==> src/rtl/spongent_core.sv <==
// SPONGENT-pi[b] sponge engine: absorbs a RATE-bit block into the low state bits,
// then applies the full permutation at one round per clock.
module spongent_core #(
   parameter int RATE         = 18,
   parameter int MIN_CAPACITY = 128
) (
   input  logic            clk,
   input  logic            reset,
   input  logic            start_continue,
   input  logic            msg_data_available,
   input  logic [RATE-1:0] data_in,
   output logic            busy,
   output logic [RATE-1:0] data_out
);

   function automatic int pick_b(input int need);
      if (need <= 88)       return 88;
      else if (need <= 136) return 136;
      else if (need <= 176) return 176;
      else if (need <= 240) return 240;
      else if (need <= 272) return 272;
      else                  return 0;
   endfunction

   function automatic int rounds_of(input int b);
      case (b)
         88:      return 45;
         136:     return 70;
         176:     return 90;
         240:     return 120;
         272:     return 140;
         default: return 1;
      endcase
   endfunction

   function automatic int lfsr_init_of(input int b);
      case (b)
         88:      return 'h05;
         136:     return 'h7A;
         176:     return 'h45;
         240:     return 'h01;
         272:     return 'h9E;
         default: return 'h01;
      endcase
   endfunction

   localparam int B     = pick_b(RATE + MIN_CAPACITY);
   localparam int R     = rounds_of(B);
   localparam int L     = (B == 88) ? 6 : ((B == 272) ? 8 : 7);
   // Feedback taps of the Fibonacci LFSR as a mask over the register bits.
   localparam int TAPS  = (L == 6) ? 'h30 : ((L == 8) ? 'h8E : 'h60);
   localparam logic [L-1:0] LFSR_INIT = L'(lfsr_init_of(B));
   localparam logic [L-1:0] LFSR_TAPS = L'(TAPS);
   localparam logic [7:0]   LAST_ROUND = 8'(R - 1);

   generate
      if (B == 0) begin : g_bad_cfg
         $error("spongent_core: RATE+MIN_CAPACITY exceeds the largest state width 272");
      end
   endgenerate

   typedef enum logic {IDLE, PERMUTE} fsm_t;

   fsm_t         fsm;
   logic [B-1:0] state;
   logic [L-1:0] lfsr;
   logic [7:0]   round;

   logic [B-1:0] ctr_state;
   logic [B-1:0] sbox_state;
   logic [B-1:0] perm_state;
   logic [L-1:0] lfsr_next;

   function automatic logic [3:0] sbox(input logic [3:0] x);
      case (x)
         4'h0: return 4'hE;  4'h1: return 4'hD;  4'h2: return 4'hB;  4'h3: return 4'h0;
         4'h4: return 4'h2;  4'h5: return 4'h1;  4'h6: return 4'h4;  4'h7: return 4'hF;
         4'h8: return 4'h7;  4'h9: return 4'hA;  4'hA: return 4'h8;  4'hB: return 4'h5;
         4'hC: return 4'h9;  4'hD: return 4'hC;  4'hE: return 4'h3;  default: return 4'h6;
      endcase
   endfunction

   // Counter add at both ends of the state, then the nibble S-box layer.
   always_comb begin
      ctr_state = state;
      for (int k = 0; k < L; k++) begin
         ctr_state[k]     = ctr_state[k] ^ lfsr[k];
         ctr_state[B-1-k] = ctr_state[B-1-k] ^ lfsr[k];
      end
      sbox_state = '0;
      for (int n = 0; n < B/4; n++) begin
         sbox_state[4*n +: 4] = sbox(ctr_state[4*n +: 4]);
      end
      lfsr_next = {lfsr[L-2:0], ^(lfsr & LFSR_TAPS)};
   end

   genvar j;
   generate
      for (j = 0; j < B-1; j++) begin : g_player
         assign perm_state[(j*B/4) % (B-1)] = sbox_state[j];
      end
   endgenerate
   assign perm_state[B-1] = sbox_state[B-1];

   assign data_out = state[RATE-1:0];

   always_ff @(posedge clk) begin
      if (reset) begin
         fsm   <= IDLE;
         state <= '0;
         lfsr  <= '0;
         round <= '0;
         busy  <= 1'b0;
      end else begin
         case (fsm)
            IDLE: begin
               if (start_continue) begin
                  if (msg_data_available) begin
                     state[RATE-1:0] <= state[RATE-1:0] ^ data_in;
                  end
                  round <= '0;
                  lfsr  <= LFSR_INIT;
                  fsm   <= PERMUTE;
                  busy  <= 1'b1;
               end
            end
            PERMUTE: begin
               state <= perm_state;
               lfsr  <= lfsr_next;
               round <= round + 8'd1;
               if (round == LAST_ROUND) begin
                  fsm  <= IDLE;
                  busy <= 1'b0;
               end
            end
            default: fsm <= IDLE;
         endcase
      end
   end

endmodule

==> config.mk <==
export PLATFORM = sky130hd
export DESIGN_NAME = spongent_core
export DESIGN_NICKNAME = d
export VERILOG_FILES = /design/src/rtl/spongent_core.sv
export SDC_FILE = /design/constraint.sdc
export NUM_CORES = 1
export LEC_CHECK = 0
export BUFFER_PORTS_ARGS = -buffer_cell sky130_fd_sc_hd__buf_2
export CAP_MARGIN = 10
export CORE_ASPECT_RATIO = 0.9
export CORE_MARGIN = 4
export CORE_UTILIZATION = 55
export CTS_BUF_LIST = sky130_fd_sc_hd__clkbuf_16
export CTS_CLUSTER_SIZE = 12
export DETAILED_ROUTE_END_ITERATION = 16
export MAX_ROUTING_LAYER = met4
export PLACE_DENSITY = 0.82
export RECOVER_POWER = 25
export SETUP_SLACK_MARGIN = 0.2
export SLEW_MARGIN = 20
export SYNTH_ARGS = -nofsm -noshare
export SYNTH_HDL_FRONTEND = slang
export SYNTH_SLANG_ARGS = --single-unit
==> constraint.sdc <==
create_clock -name clk -period 4.63 [get_ports clk]
set_input_delay 0.2315 -clock clk [delete_from_list [all_inputs] [get_ports clk]]
set_output_delay 0.2315 -clock clk [all_outputs]
set_load 0.005 [all_outputs]
==> flow_metrics.tcl <==
set metrics [dict create \
    status "finished, final reports clean" \
    final_layout_size_suffix_gt1_frac 0.06577 \
    antennaDiodeCount 0 \
    design_area_um2 15720 \
    async_flop_share 0 \
    hold_viol 0 \
    cp-end-kind "flip-flop" \
    cp-endpoint "perm_state[13]" \
    synth.net_count 1977 \
    period_share 0.7163 \
    cts_resized 0 \
    slew_violations 0 \
    worst_setup_path_start_kind "flip-flop" \
    critPathMaxFanout 45 \
    die_h_um 164.5 \
    wire_per_inst_um 15.90 \
    final_cell_mix "dfxtp_1, nor2_1, ha_1, inv_1, mux2i_1" \
    cap_violations 0 \
    start_util 0.5568 \
    worstSkewPairLatency_ns 0.52 \
    ys_types 61 \
    critPathSlowestCell "inv_1" \
    rsz0062_at_grt "false" \
    cts_tree "yes" \
    syn_area_per_cell_um2 8.396 \
    clk_root_buffer_cell "clkbuf_16" \
    num_vias 11830 \
    antenna_found_initial 0 \
    peakVddDrop_mv 0.3138 \
    num_rows 57 \
    setup_viol 0 \
    cts_buffers 24 \
    viasPerCell 5.709 \
    ys_warn_count 0 \
    r2r_slack_ns 1.31 \
    regArea_um2 4348 \
    route.detailed.drc 0 \
    finalPower_mw 6.135 \
    synthesis.area_um2 14970 \
    final_antenna_net_count 0 \
    critical_path_class "reg2reg" \
    grt_max_degree 86 \
    postRouteWirelength_mm 32.95 \
    synthCells 1783 \
    max_clock_freq_mhz 301.5 \
    worst_pin_slew_ns 1.240 \
    crit_start "fsm" \
    crit_arrival_ns 3.72 \
    clock_path_buffers 3 \
    overflow 0 \
    synth_ff_type "dfxtp_1" \
    drtIter0Drc 823 \
    cts_hold_buf 0 \
    critPathMaxStageDelay_ns 0.96 \
    final_common_cell "dfxtp_1" \
    drtPass1Iterations 7 \
    r2r-end "perm_state[13]" \
    grt_first_pass_wirelength_mm 54.61 \
    max_slew_margin 0.1722 \
    port_buffers 40 \
    worstRegToRegCells 9 \
    fin_crit_ns 3.316 \
    finalSetupTns_ns 0 \
    place.gp.congestion 0.8316 \
    nNetsFinal 1897 \
    multiInputGateArea_um2 9384 \
    clock_skew_ns 0.01285 \
    required_ns 5.03 \
    r2r_start "fsm" \
    cp_num_buf_inv 2 \
    post_cts_buffers 0 \
    cp.depth 9 \
    power_leakage_nw 6.380 \
    postSynthRegisterBits 217 \
    power_density_nw_per_um2 390.4 \
    numClockSinks 217 \
    cts.clk_slew.worst_paths_ns 0.06 \
    synth_edf_count 0 \
    core_um2 26890 \
    hold_path.class "in2reg" \
    die_x_um 181.9 \
    synth_seq_area_share 0.2902 \
    path_delay_family "buffers and inverters" \
    htree_levels 1 \
    grt_util_all_layers 0.2223 \
    fill_cells 2257 \
    area_growth_pct 4.973 \
    pin_count 41 \
    dpl-instance-area_um2 15020 \
    crit_chain "inv_1, a21oi_1, a21oi_1, and2_1, inv_1, ha_1, or3_1, a22oi_1, nor3_1" \
    die_area_um2 29930 \
    post-dp-hpwl_mm 23.53 \
    grt_pass1_vias 11000 \
]
-- synth_stat cells, drive strengths merged, types with 26 or more instances --
master,number,area (µm²)
a211oi,99,743.2
a21oi,123,630.6
buf,51,277.8
clkbuf,102,382.9
dfxtp,217,4344
ha,172,2152
inv,154,578.1
mux2i,125,1251
mux4,26,589.3
nand2,116,435.4
nor2,195,732.0
nor2b,28,175.2
nor3,42,215.2
o211ai,41,307.8
o21ai,60,300.3
xnor2,70,613.1
xor2,31,297.8
-- cell families (layout without fill, tap and decap cells) --
kind of cell / Yosys count / after routing / synth area share
compound gates: 372 / 372 / 0.1581
mux: 161 / 161 / 0.1305
buf+inv: 308 / 243 / 0.08299
flops: 217 / 217 / 0.2902
fa+ha+maj: 172 / 172 / 0.1438
simple gates: 452 / 452 / 0.1336
xor+xnor: 101 / 101 / 0.06084
-- area by class of cell --
| class | instances | area share |
|---|---|---|
| multi-input cells | 1258 | 0.5971 |
| well taps | 354 | 0.02818 |
| inverters | 155 | 0.03702 |
| clock inverters | 16 | 0.005892 |
| repair buffers | 47 | 0.01529 |
| flip-flops and latches | 217 | 0.2767 |
| clock buffers | 25 | 0.03981 |
-- routing by layer --
metal	global-route usage	share of wire	vias to the layer above
met3	0.02665	0.050	55
met5	-	0	-
met2	0.3699	0.47	258
met4	0.05252	0.022	0
met1	0.2928	0.45	5625
li1	-	-	5891
-- report_power, final --
part	internal, mW	switching [mW]	leakage [nW]
logic	0.826	0.970	4.22
registers	2.14	0.418	1.79
clock network	1.02	0.757	0.370
-- through the flow --
step	utilization	std cells	setup WS, ns	hold WS (ns)
after detailed placement	0.5585	2031	1.586	0.4478
after global placement	0.5585	2031	1.739	0.4402
after global routing	0.5845	2072	1.088	0.1386
after floorplan	-	1783	1.911	0.4365
after CTS	0.5852	2072	1.509	0.09937
final	0.5845	2072	1.314	0.1127
-- state kept, by name, indices dropped and copies added (netlist names) --
name	count
fsm	1
busy	1
state	176
round	8
lfsr	7
perm_state	24
-- how the worst min path moves through the flow --
stage,start,endpoint,slack (ns),cells past startpoint
finish,data_in[0],state[0],0.11,5
global route,data_in[1],state[1],0.14,5
CTS,data_in[1],state[1],0.1,5
detailed placement,busy,busy,0.45,2
global placement,perm_state[2],state[2],0.44,2
floorplan,perm_state[2],state[2],0.44,2
-- worst min-delay path, stage by stage --
cell and delay (ns):
buf_2 0.10, nand2_1 0.06, xnor2_1 0.06, nor2_1 0.08, a211oi_1 0.05
Note: power is estimated with default switching activity, not from simulation.
